**config.mk**
```make
export PLATFORM = sky130hd
export DESIGN_NAME = adc_trigger_edge_multi
export DESIGN_NICKNAME = d
export VERILOG_FILES = /design/src/rtl/adc_trigger_edge_multi.sv
export SDC_FILE = /design/constraint.sdc
export NUM_CORES = 1
export LEC_CHECK = 0
export CORE_MARGIN = 2
export CORE_UTILIZATION = 29
export CTS_BUF_LIST = sky130_fd_sc_hd__clkbuf_8
export DETAILED_ROUTE_END_ITERATION = 6
export PLACE_DENSITY_LB_ADDON = 0.08
export SETUP_SLACK_MARGIN = 0.05
export SLEW_MARGIN = 20
export SYNTH_ARGS = -nofsm -noshare
export SYNTH_HDL_FRONTEND = slang
export SYNTH_SLANG_ARGS = --single-unit
```
**constraint.sdc**
```tcl
create_clock -name adc_data_clk -period 4 [get_ports adc_data_clk]
set_input_delay 0.8 -clock adc_data_clk [delete_from_list [all_inputs] [get_ports adc_data_clk]]
set_output_delay 0.8 -clock adc_data_clk [all_outputs]
set_load 0.05 [all_outputs]
```
**src/rtl/adc_trigger_edge_multi.sv**
```systemverilog
// Multi-lane hysteresis edge trigger: chains a Schmitt comparator across LANES samples per word,
// qualifies edges by polarity, counts N events, then fires and applies a holdoff before re-arming.
module adc_trigger_edge_multi #(
   parameter int LANES     = 8,
   parameter int SAMPLE_W  = 8,
   parameter int HOLDOFF_W = 16,
   parameter int EVCNT_W   = 8
) (
   input  logic                        adc_data_clk,
   input  logic                        adc_rst_n,
   input  logic [LANES*SAMPLE_W-1:0]   adc_bus,
   input  logic                        adc_valid,
   input  logic [SAMPLE_W-1:0]         lvl_hi,
   input  logic [SAMPLE_W-1:0]         lvl_lo,
   input  logic [1:0]                  edge_mode,
   input  logic [EVCNT_W-1:0]          ev_count,
   input  logic [HOLDOFF_W-1:0]        holdoff,
   input  logic                        auto_rearm,
   input  logic                        arm,
   input  logic                        disarm,
   input  logic                        force_trig,
   output logic                        trigger_out,
   output logic [$clog2(LANES)-1:0]    trigger_sub_word,
   output logic [1:0]                  trig_state,
   output logic [EVCNT_W-1:0]          ev_counter
);

   localparam int LW = $clog2(LANES);
   localparam logic [HOLDOFF_W-1:0] HOLD_ONE = {{(HOLDOFF_W-1){1'b0}}, 1'b1};
   localparam logic [EVCNT_W:0]     EV_ONE   = {{EVCNT_W{1'b0}}, 1'b1};

   typedef enum logic [1:0] {
      IDLE    = 2'b00,
      ARMED   = 2'b01,
      HOLDOFF = 2'b10
   } state_t;

   state_t                state_r;
   logic                  s_r;
   logic [HOLDOFF_W-1:0]  hold_cnt_r;
   logic                  arm_q_r;
   logic                  force_q_r;
   logic                  trig_r;
   logic [LW-1:0]         sub_r;
   logic [EVCNT_W-1:0]    ev_r;

   logic                  thr_ok_s;
   logic                  s_next_s;
   logic                  rise_s;
   logic                  fall_s;
   logic                  qual_s;
   logic                  event_s;
   logic [LW-1:0]         event_lane_s;
   logic                  qualify_s;
   logic                  arm_rise_s;
   logic                  force_rise_s;
   logic [EVCNT_W:0]      ev_next_s;
   logic [EVCNT_W:0]      ev_need_s;
   logic                  ev_done_s;

   // Hysteresis chain across lanes, oldest first; keeps the first polarity-qualified event.
   always_comb begin
      thr_ok_s     = (lvl_lo < lvl_hi);
      s_next_s     = s_r;
      rise_s       = 1'b0;
      fall_s       = 1'b0;
      qual_s       = 1'b0;
      event_s      = 1'b0;
      event_lane_s = {LW{1'b0}};
      for (int i = 0; i < LANES; i++) begin
         rise_s       = thr_ok_s & ~s_next_s & (adc_bus[i*SAMPLE_W +: SAMPLE_W] >= lvl_hi);
         fall_s       = thr_ok_s &  s_next_s & (adc_bus[i*SAMPLE_W +: SAMPLE_W] <= lvl_lo);
         qual_s       = (rise_s & edge_mode[0]) | (fall_s & edge_mode[1]);
         event_lane_s = (qual_s & ~event_s) ? LW'(i) : event_lane_s;
         event_s      = event_s | qual_s;
         s_next_s     = s_next_s ^ (rise_s | fall_s);
      end
   end

   // Control-side decodes: input edges, event qualification and count completion.
   always_comb begin
      arm_rise_s   = arm & ~arm_q_r;
      force_rise_s = force_trig & ~force_q_r;
      qualify_s    = adc_valid & event_s;
      ev_next_s    = {1'b0, ev_r} + EV_ONE;
      ev_need_s    = (ev_count == {EVCNT_W{1'b0}}) ? EV_ONE : {1'b0, ev_count};
      ev_done_s    = (ev_next_s >= ev_need_s);
   end

   // Trigger FSM with registered outputs; disarm dominates everything except force.
   always_ff @(posedge adc_data_clk or negedge adc_rst_n) begin
      if (!adc_rst_n) begin
         state_r    <= IDLE;
         s_r        <= 1'b0;
         hold_cnt_r <= {HOLDOFF_W{1'b0}};
         arm_q_r    <= 1'b0;
         force_q_r  <= 1'b0;
         trig_r     <= 1'b0;
         sub_r      <= {LW{1'b0}};
         ev_r       <= {EVCNT_W{1'b0}};
      end else begin
         arm_q_r   <= arm;
         force_q_r <= force_trig;
         trig_r    <= 1'b0;
         if (adc_valid) begin
            s_r <= s_next_s;
         end
         if (force_rise_s) begin
            trig_r <= 1'b1;
            sub_r  <= {LW{1'b0}};
         end
         if (disarm) begin
            state_r <= IDLE;
            ev_r    <= {EVCNT_W{1'b0}};
         end else begin
            case (state_r)
               IDLE: begin
                  if (arm_rise_s) begin
                     state_r <= ARMED;
                     ev_r    <= {EVCNT_W{1'b0}};
                  end
               end
               ARMED: begin
                  if (force_rise_s) begin
                     state_r    <= HOLDOFF;
                     hold_cnt_r <= holdoff;
                     ev_r       <= {EVCNT_W{1'b0}};
                  end else if (qualify_s) begin
                     if (ev_done_s) begin
                        trig_r     <= 1'b1;
                        sub_r      <= event_lane_s;
                        ev_r       <= {EVCNT_W{1'b0}};
                        state_r    <= HOLDOFF;
                        hold_cnt_r <= holdoff;
                     end else begin
                        ev_r <= ev_next_s[EVCNT_W-1:0];
                     end
                  end
               end
               HOLDOFF: begin
                  if (hold_cnt_r == {HOLDOFF_W{1'b0}}) begin
                     state_r <= auto_rearm ? ARMED : IDLE;
                  end else begin
                     hold_cnt_r <= hold_cnt_r - HOLD_ONE;
                  end
               end
               default: begin
                  state_r <= IDLE;
                  ev_r    <= {EVCNT_W{1'b0}};
               end
            endcase
         end
      end
   end

   assign trigger_out      = trig_r;
   assign trigger_sub_word = sub_r;
   assign trig_state       = state_r;
   assign ev_counter       = ev_r;

endmodule

```
==> results of run 1 <==
[cells in the mapped netlist, drive strengths merged, types with 2 or more instances]
library cell | n | share of area
ha | 149 | 0.33
a21oi | 65 | 0.060
inv | 51 | 0.034
o21ai | 43 | 0.041
nand2 | 41 | 0.028
nor2 | 40 | 0.027
dfrtp | 33 | 0.15
a21o | 23 | 0.031
mux2i | 17 | 0.033
nand3 | 17 | 0.015
nand4 | 17 | 0.022
nand2b | 16 | 0.019
nor3 | 16 | 0.014
nor2b | 15 | 0.017
mux2 | 11 | 0.024
o22ai | 9 | 0.010
and3 | 8 | 0.0090
o21a | 7 | 0.0094
a211oi | 6 | 0.0081
a32oi | 6 | 0.0094
a22oi | 5 | 0.0067
buf | 5 | 0.0072
clkbuf | 5 | 0.0034
a2111oi | 4 | 0.011
nor3b | 4 | 0.0063
a31oi | 3 | 0.0034
o211ai | 3 | 0.0040
o21bai | 3 | 0.0040
o22a | 3 | 0.0047
xnor2 | 3 | 0.0047
xor2 | 3 | 0.0047
a41o | 2 | 0.0036
a41oi | 2 | 0.0031
and2 | 2 | 0.0025
nand3b | 2 | 0.0027
nor4 | 2 | 0.0022
o2111ai | 2 | 0.0031
o31ai | 2 | 0.0027
or2 | 2 | 0.0022
[layout by cell type (no fill, tap or decap), types with 7 or more instances in the layout]
master           count
inv_4                8
o21ai_1             20
dlygate4sd2_1       29
o21ai_2              8
buf_2                9
ha_4                28
and3_1               8
a21oi_2             16
nor2_1              37
clkdlybuf4s50_1     66
mux2i_1             13
nand2_1             40
nand4_1             16
o21ai_0             14
clkbuf_8             7
o22ai_1              7
nand3_1             15
inv_1               31
inv_2               10
buf_6               16
dfrtp_1             33
nor2b_1             15
buf_4              121
nor3_1              11
o21a_1               7
nand2b_1            10
mux2_4              10
a21o_1              23
clkbuf_2             7
ha_1               115
a21oi_1             47
[how the worst max path moves through the flow]
stage	from	endpoint	slack, ps	cells past startpoint
global placement	lvl_hi[6]	hold_cnt_r[14]	-840	18
global route	adc_bus[0]	hold_cnt_r[14]	-130	18
floorplan	lvl_hi[6]	ev_counter[1]	-100	16
finish	lvl_hi[4]	ev_counter[1]	2	16
detailed placement	lvl_hi[6]	hold_cnt_r[14]	-970	18
CTS	lvl_hi[6]	hold_cnt_r[14]	20	18
[metrics by stage]
stage               setup WS (ps)  utilization
floorplan                  -104.8            -
global placement           -843.3       0.4266
detailed placement         -972.1       0.4266
CTS                         23.76       0.4678
global route               -126.6       0.4843
finish                      1.696       0.4843
[worst max-delay path, delay by kind of cell]
family,cells,cell delay (ps)
buffers and inverters,3,310
adder cells (fa/ha/maj),1,260
AND/OR/NAND/NOR,2,180
AO/OA/AOI/OAI,5,1210
multiplexers,5,1400
[cells by family (layout without fill, tap and decap cells)]
logic type,count (synthesis),after routing,share of synthesized area
compound gates,199,199,0.2335
fa+ha+maj,149,149,0.3336
buf+inv,61,329,0.04478
xor+xnor,6,6,0.009406
simple gates,187,187,0.1740
flops,33,33,0.1478
mux,28,28,0.05687
[state kept, by name, indices dropped and copies added, names as in the netlist]
register and cells:
arm_q_r 1, ev_counter 8, force_q_r 1, hold_cnt_r 16, s_r 1, trig_state 2, trigger_out 1, trigger_sub_word 3
[final cells by class]
cell class	count	area share
clock buffers	7	0.01057
clock inverters	1	0.0005488
inverters	51	0.02401
multi-input cells	569	0.5746
flip-flops and latches	33	0.09056
well taps	260	0.03568
repair buffers	270	0.2640
[layer usage]
metal | track usage | share of wire
met2 | 0.3393 | 0.48
met3 | 0.02247 | 0.040
met4 | 0.02553 | 0.011
met1 | 0.2615 | 0.46
met5 | 0 | 0
[timing repair]
| item | CTS | global route |
|---|---|---|
| cloned | 1 | 1 |
| resized for setup | 215 | 87 |
| pin swaps | 59 | 47 |
| setup buffers | 22 | 9 |
| hold buffers | 0 | 0 |
| endpoints found under the setup margin | 31 | 30 |
[power by group]
group / internal (uW) / switching, uW / total (uW)
Sequential: 424 / 84.0 / 508
Combinational: 827 / 786 / 1610
Clock: 156 / 135 / 291
Total: 1410 / 1010 / 2410
==> flow_summary.ini, run 1 <==
[global_route]
grtUsageTotal = 0.1935
antenna_found_initial = 0
grt_pass1_wl_um = 31390
grt_pass1_vias = 6145
grt-ovfl-total = 0
grt_max_degree = 34

[synthesis]
synth.avg_cell_area_um2 = 8.428
postSynthCellCount = 663
ys_seq_elements = 33
syn-num-nets = 925
synth_top_flop_cell = dfrtp_1
yosysUniqueCellTypes = 69
yosysWarningCount = 0
netlist_area_um2 = 5588
synthArstFlopShare = 1.000
synth-edff-count = 0
seq_area_frac_synth = 0.1478

[die]
rows = 50
fp.dieH_um = 142.8
ios = 127
dieArea_um2 = 20390
coreArea_um2 = 18830
die_w_um = 142.8
start_util = 0.2967

[timing]
fmax_ghz = 0.2501
hold_ws_ps = 512.8
min_period_ps = 3998
min_period_over_period = 0.9996
grt_setup_unrepaired = yes
clock_skew_ps = 5.866
setup_viol = 0
hold_viol = 0
max-slew-margin-rel = 0.5020
tightest_slew_ps = 741.3
setup-tns-final_ps = 0
final_max_slew_viol_count = 0

[route]
firstDrtPassIters = 4
drc = 0
wl_per_cell_um = 16.69
ant_nets = 0
vias = 6045
drt_wl_total_um = 19870
vias_per_cell = 5.076
drtIter0Drc = 234

[power_and_ir_drop]
pwr_density_cell_nw_per_um2 = 264.6
max-vdd-ir-drop_mv = 0.1311
power.leakage_uw = 0.004322
p_total_uw = 2413

[critical_path]
start_kind = primary input
rr_endpoint = hold_cnt_r[14]
cp.required_ps = 4180
cp_data_arrival_time_ps = 4180
r2r_start = ev_counter[0]
endpoint_kind = flop
worst-path-max-fanout = 8
r2r_cells = 16
worstSetupPathType = primary input to flop
critPathMostFrequentCell = mux2_4
critical_path.cell_chain = buf_8 > clkinvlp_4 > ha_4 > a21o_1 > a2111oi_2 > o21a_1 > nor2_4 > mux2i_2 > mux2_4 > mux2_4 > a32o_2 > mux2_4 > nand4_4 > a21o_1 > buf_12 > mux2_4
r2r_setup_slack_ps = 750
slowest_delay_ps = 350
critical_path.slowest_cell = a2111oi_2

[placed_design]
post-place-cells = 1150
port_buffers = 126
placed_area_um2 = 8034
gp_congestion = 0.8749
dpl.hpwl_um = 15640

[cts]
htreeDepth = 2
insertion_delay_ps = 300
clock_sinks = 33
clockBufferDepth = 2
cts_tree = yes
clk_transition_reported_paths_ps = 70
cts_buffers = 5
root_buffer = clkbuf_8

[worst_hold_path]
min_to = hold_cnt_r[11]
holdCritStartpoint = hold_cnt_r[11]
min_path_cells = 2
holdCritPathClass = flop to flop

[run]
maxCapViolCount = 0

[cells_and_area]
syn2layout_area_growth_pct = 63.19
seq_area_um2 = 825.8
drive_gt1_frac = 0.3405
fillers = 1824
nets = 1192
diodes = 0
stdcell_area_um2 = 9119
final_cells = 1191
multi_input_area_um2 = 5240

[run_status]
status = complete, no violations
Power figures use the tool's default switching activity.
==> run 2: changes to the inputs <==
--- a/config.mk
+++ b/config.mk
@@ -9,6 +9,7 @@
 export CORE_UTILIZATION = 29
 export CTS_BUF_LIST = sky130_fd_sc_hd__clkbuf_8
 export DETAILED_ROUTE_END_ITERATION = 6
+export GPL_TIMING_DRIVEN = 0
 export PLACE_DENSITY_LB_ADDON = 0.08
 export SETUP_SLACK_MARGIN = 0.05
 export SLEW_MARGIN = 20
==> constraint.sdc (replaced) <==
create_clock -name adc_data_clk -period 3.8 [get_ports adc_data_clk]
set_input_delay 0.76 -clock adc_data_clk [delete_from_list [all_inputs] [get_ports adc_data_clk]]
set_output_delay 0.76 -clock adc_data_clk [all_outputs]
set_load 0.05 [all_outputs]
==> flow_summary.ini, run 2 (same netlist as run 1, synthesis figures left out) <==
[critical_path]
critical_path.cell_chain = buf_2 > clkinvlp_4 > buf_12 > ha_1 > a21oi_1 > o21ai_0 > a21oi_2 > nor2_1 > mux2i_1 > o2111a_1 > buf_6 > mux2_4 > a32o_2 > mux2_4 > nand4_4 > a21oi_4 > buf_6 > mux2i_1 > nand3b_1
start_kind = primary input
critical_path.slowest_cell = mux2_4
endpoint_kind = flop
worstSetupPathType = primary input to flop
worst-path-max-fanout = 5
cp_data_arrival_time_ps = 4250
crit_buf_inv = 5
cp_top_family = compound AO/OA/AOI/OAI gates
cp.required_ps = 3980
slowest_delay_ps = 300

[timing]
clock_skew_ps = 6.422
final_max_slew_viol_count = 0
tightest_slew_ps = 797.1
fmax_ghz = 0.2456
min_period_ps = 4072
grt_setup_unrepaired = yes
setup_viol = 30
hold_viol = 0
max-slew-margin-rel = 0.4645
min_period_over_period = 1.072
fin_ws_ps = -272.5

[placed_design]
port_buffers = 126
placed_area_um2 = 7253
pre_cts_slack_ps = -1422
gp_congestion = 0.9083
dpl.hpwl_um = 14430

[power_and_ir_drop]
internal-power_uw = 1360
pwr_density_cell_nw_per_um2 = 276.3
p_total_uw = 2393
power.leakage_uw = 0.003922
power_frac_comb = 0.660
p_switching_uw = 1034
pwr-share-seq = 0.225
pwr-share-clk = 0.115
max-vdd-ir-drop_mv = 0.1265
sw_frac_of_total = 0.4319

[cells_and_area]
final_util = 0.4601
fillers = 1779
multi_input_area_um2 = 5210
drive_gt1_frac = 0.2664
stdcell_area_um2 = 8663
syn2layout_area_growth_pct = 55.04
final_cell_mix = 118 x ha_1, 79 x clkdlybuf4s50_1, 54 x buf_4, 53 x a21oi_1, 40 x nand2_1
seq_area_um2 = 825.8
regMostFlops = hold_cnt_r
diodes = 0
layout_commonest_cell = ha_1
nets = 1129
largest_register_ff_count = 16

[route]
ant_nets = 0
wl_met3_um = 728
vias_per_cell = 5.219
drtIter0Drc = 244
firstDrtPassIters = 4
wl_per_cell_um = 17.26
vias = 5882
wl_met1_um = 9172
wl_met2_um = 9191
drc = 0
highest_layer = met4
drt_wl_total_um = 19450

[global_route]
grt_pass1_wl_um = 30360
grt_pass1_vias = 6015
grtUsageTotal = 0.1880
grt-ovfl-total = 0
grt_max_degree = 24
antenna_found_initial = 0

[die]
rows = 50
start_util = 0.2967
die_w_um = 142.8
coreArea_um2 = 18830
ios = 127
fp.dieH_um = 142.8
dieArea_um2 = 20390

[cts]
clockBufferDepth = 2
insertion_delay_ps = 290
clk_transition_reported_paths_ps = 70
root_buffer = clkbuf_8
clock_sinks = 33
cts_tree = yes
cts_buffers = 5
htreeDepth = 2

[run_status]
status = finished, violations left
violations = setup timing

[run]
maxCapViolCount = 0

[worst_hold_path]
holdCritPathClass = primary input to asynchronous set/reset pin
run 2: final timing paths:
path | cells past startpoint | slack, ps | from | endpoint
worst max-delay path | 19 | -270 | lvl_hi[7] | hold_cnt_r[14]
worst min-delay path | 1 | 350 | adc_rst_n | hold_cnt_r[0]
worst max register to register | 15 | 550 | ev_counter[0] | hold_cnt_r[14]
worst min register to register | 1 | 520 | hold_cnt_r[1] | hold_cnt_r[1]
max in group asynchronous | 2 | 3010 | adc_rst_n | force_q_r
min in group adc_data_clk | 1 | 520 | hold_cnt_r[1] | hold_cnt_r[1]
run 2: final cells by class:
class                      count  area share
multi-input combinational    569      0.6014
timing repair buffer         198      0.2189
clock buffer                   6    0.009532
inverter                      51     0.02816
tap                          260     0.03755
sequential                    33     0.09532
clock inverter                 1   0.0004333
buffer                         9    0.008666
run 2: per-stage QoR:
| stage | TNS [ps] | hold WS (ps) | std cells |
|---|---|---|---|
| after floorplan | -4567 | 460.0 | 663 |
| after global placement | -38550 | 477.8 | 1049 |
| after detailed placement | -39960 | 494.6 | 1050 |
| after CTS | -3825 | 340.1 | 1109 |
| after global routing | -10680 | 347.6 | 1127 |
| final | -5906 | 345.7 | 1127 |
run 2: per-layer routing:
| metal | vias to the layer above | track usage |
|---|---|---|
| met5 | - | 0 |
| met4 | 0 | 0.03856 |
| met3 | 25 | 0.03119 |
| met2 | 124 | 0.3221 |
| met1 | 2829 | 0.2492 |
| li1 | 2904 | - |
run 2: power groups by stage:
stage	registers, uW	clock network [uW]	logic [uW]
finish	538	275	1580
global route	551	300	1740
CTS	529	286	1410
detailed placement	533	0	1230
global placement	531	0	1200
floorplan	544	0	813
run 2: worst reg2reg max path, delay by kind of cell (launching register included):
family / cells / cell delay (ps)
DFF: 1 / 450
adders and majority gates: 2 / 630
AOI/OAI and AO/OA: 7 / 1200
muxes: 1 / 180
and+or+nand+nor: 4 / 500
buffers and inverters: 1 / 170
run 2: timing repair:
| action | 4_1_cts | 5_1_grt |
|---|---|---|
| hold buffers | 0 | 0 |
| setup buffers | 51 | 19 |
| gates resized for setup | 227 | 46 |
| pin swaps | 66 | 30 |
| endpoints found under the hold margin | 0 | 0 |
| setup endpoints to repair | 31 | 30 |
| cloned | 1 | 1 |
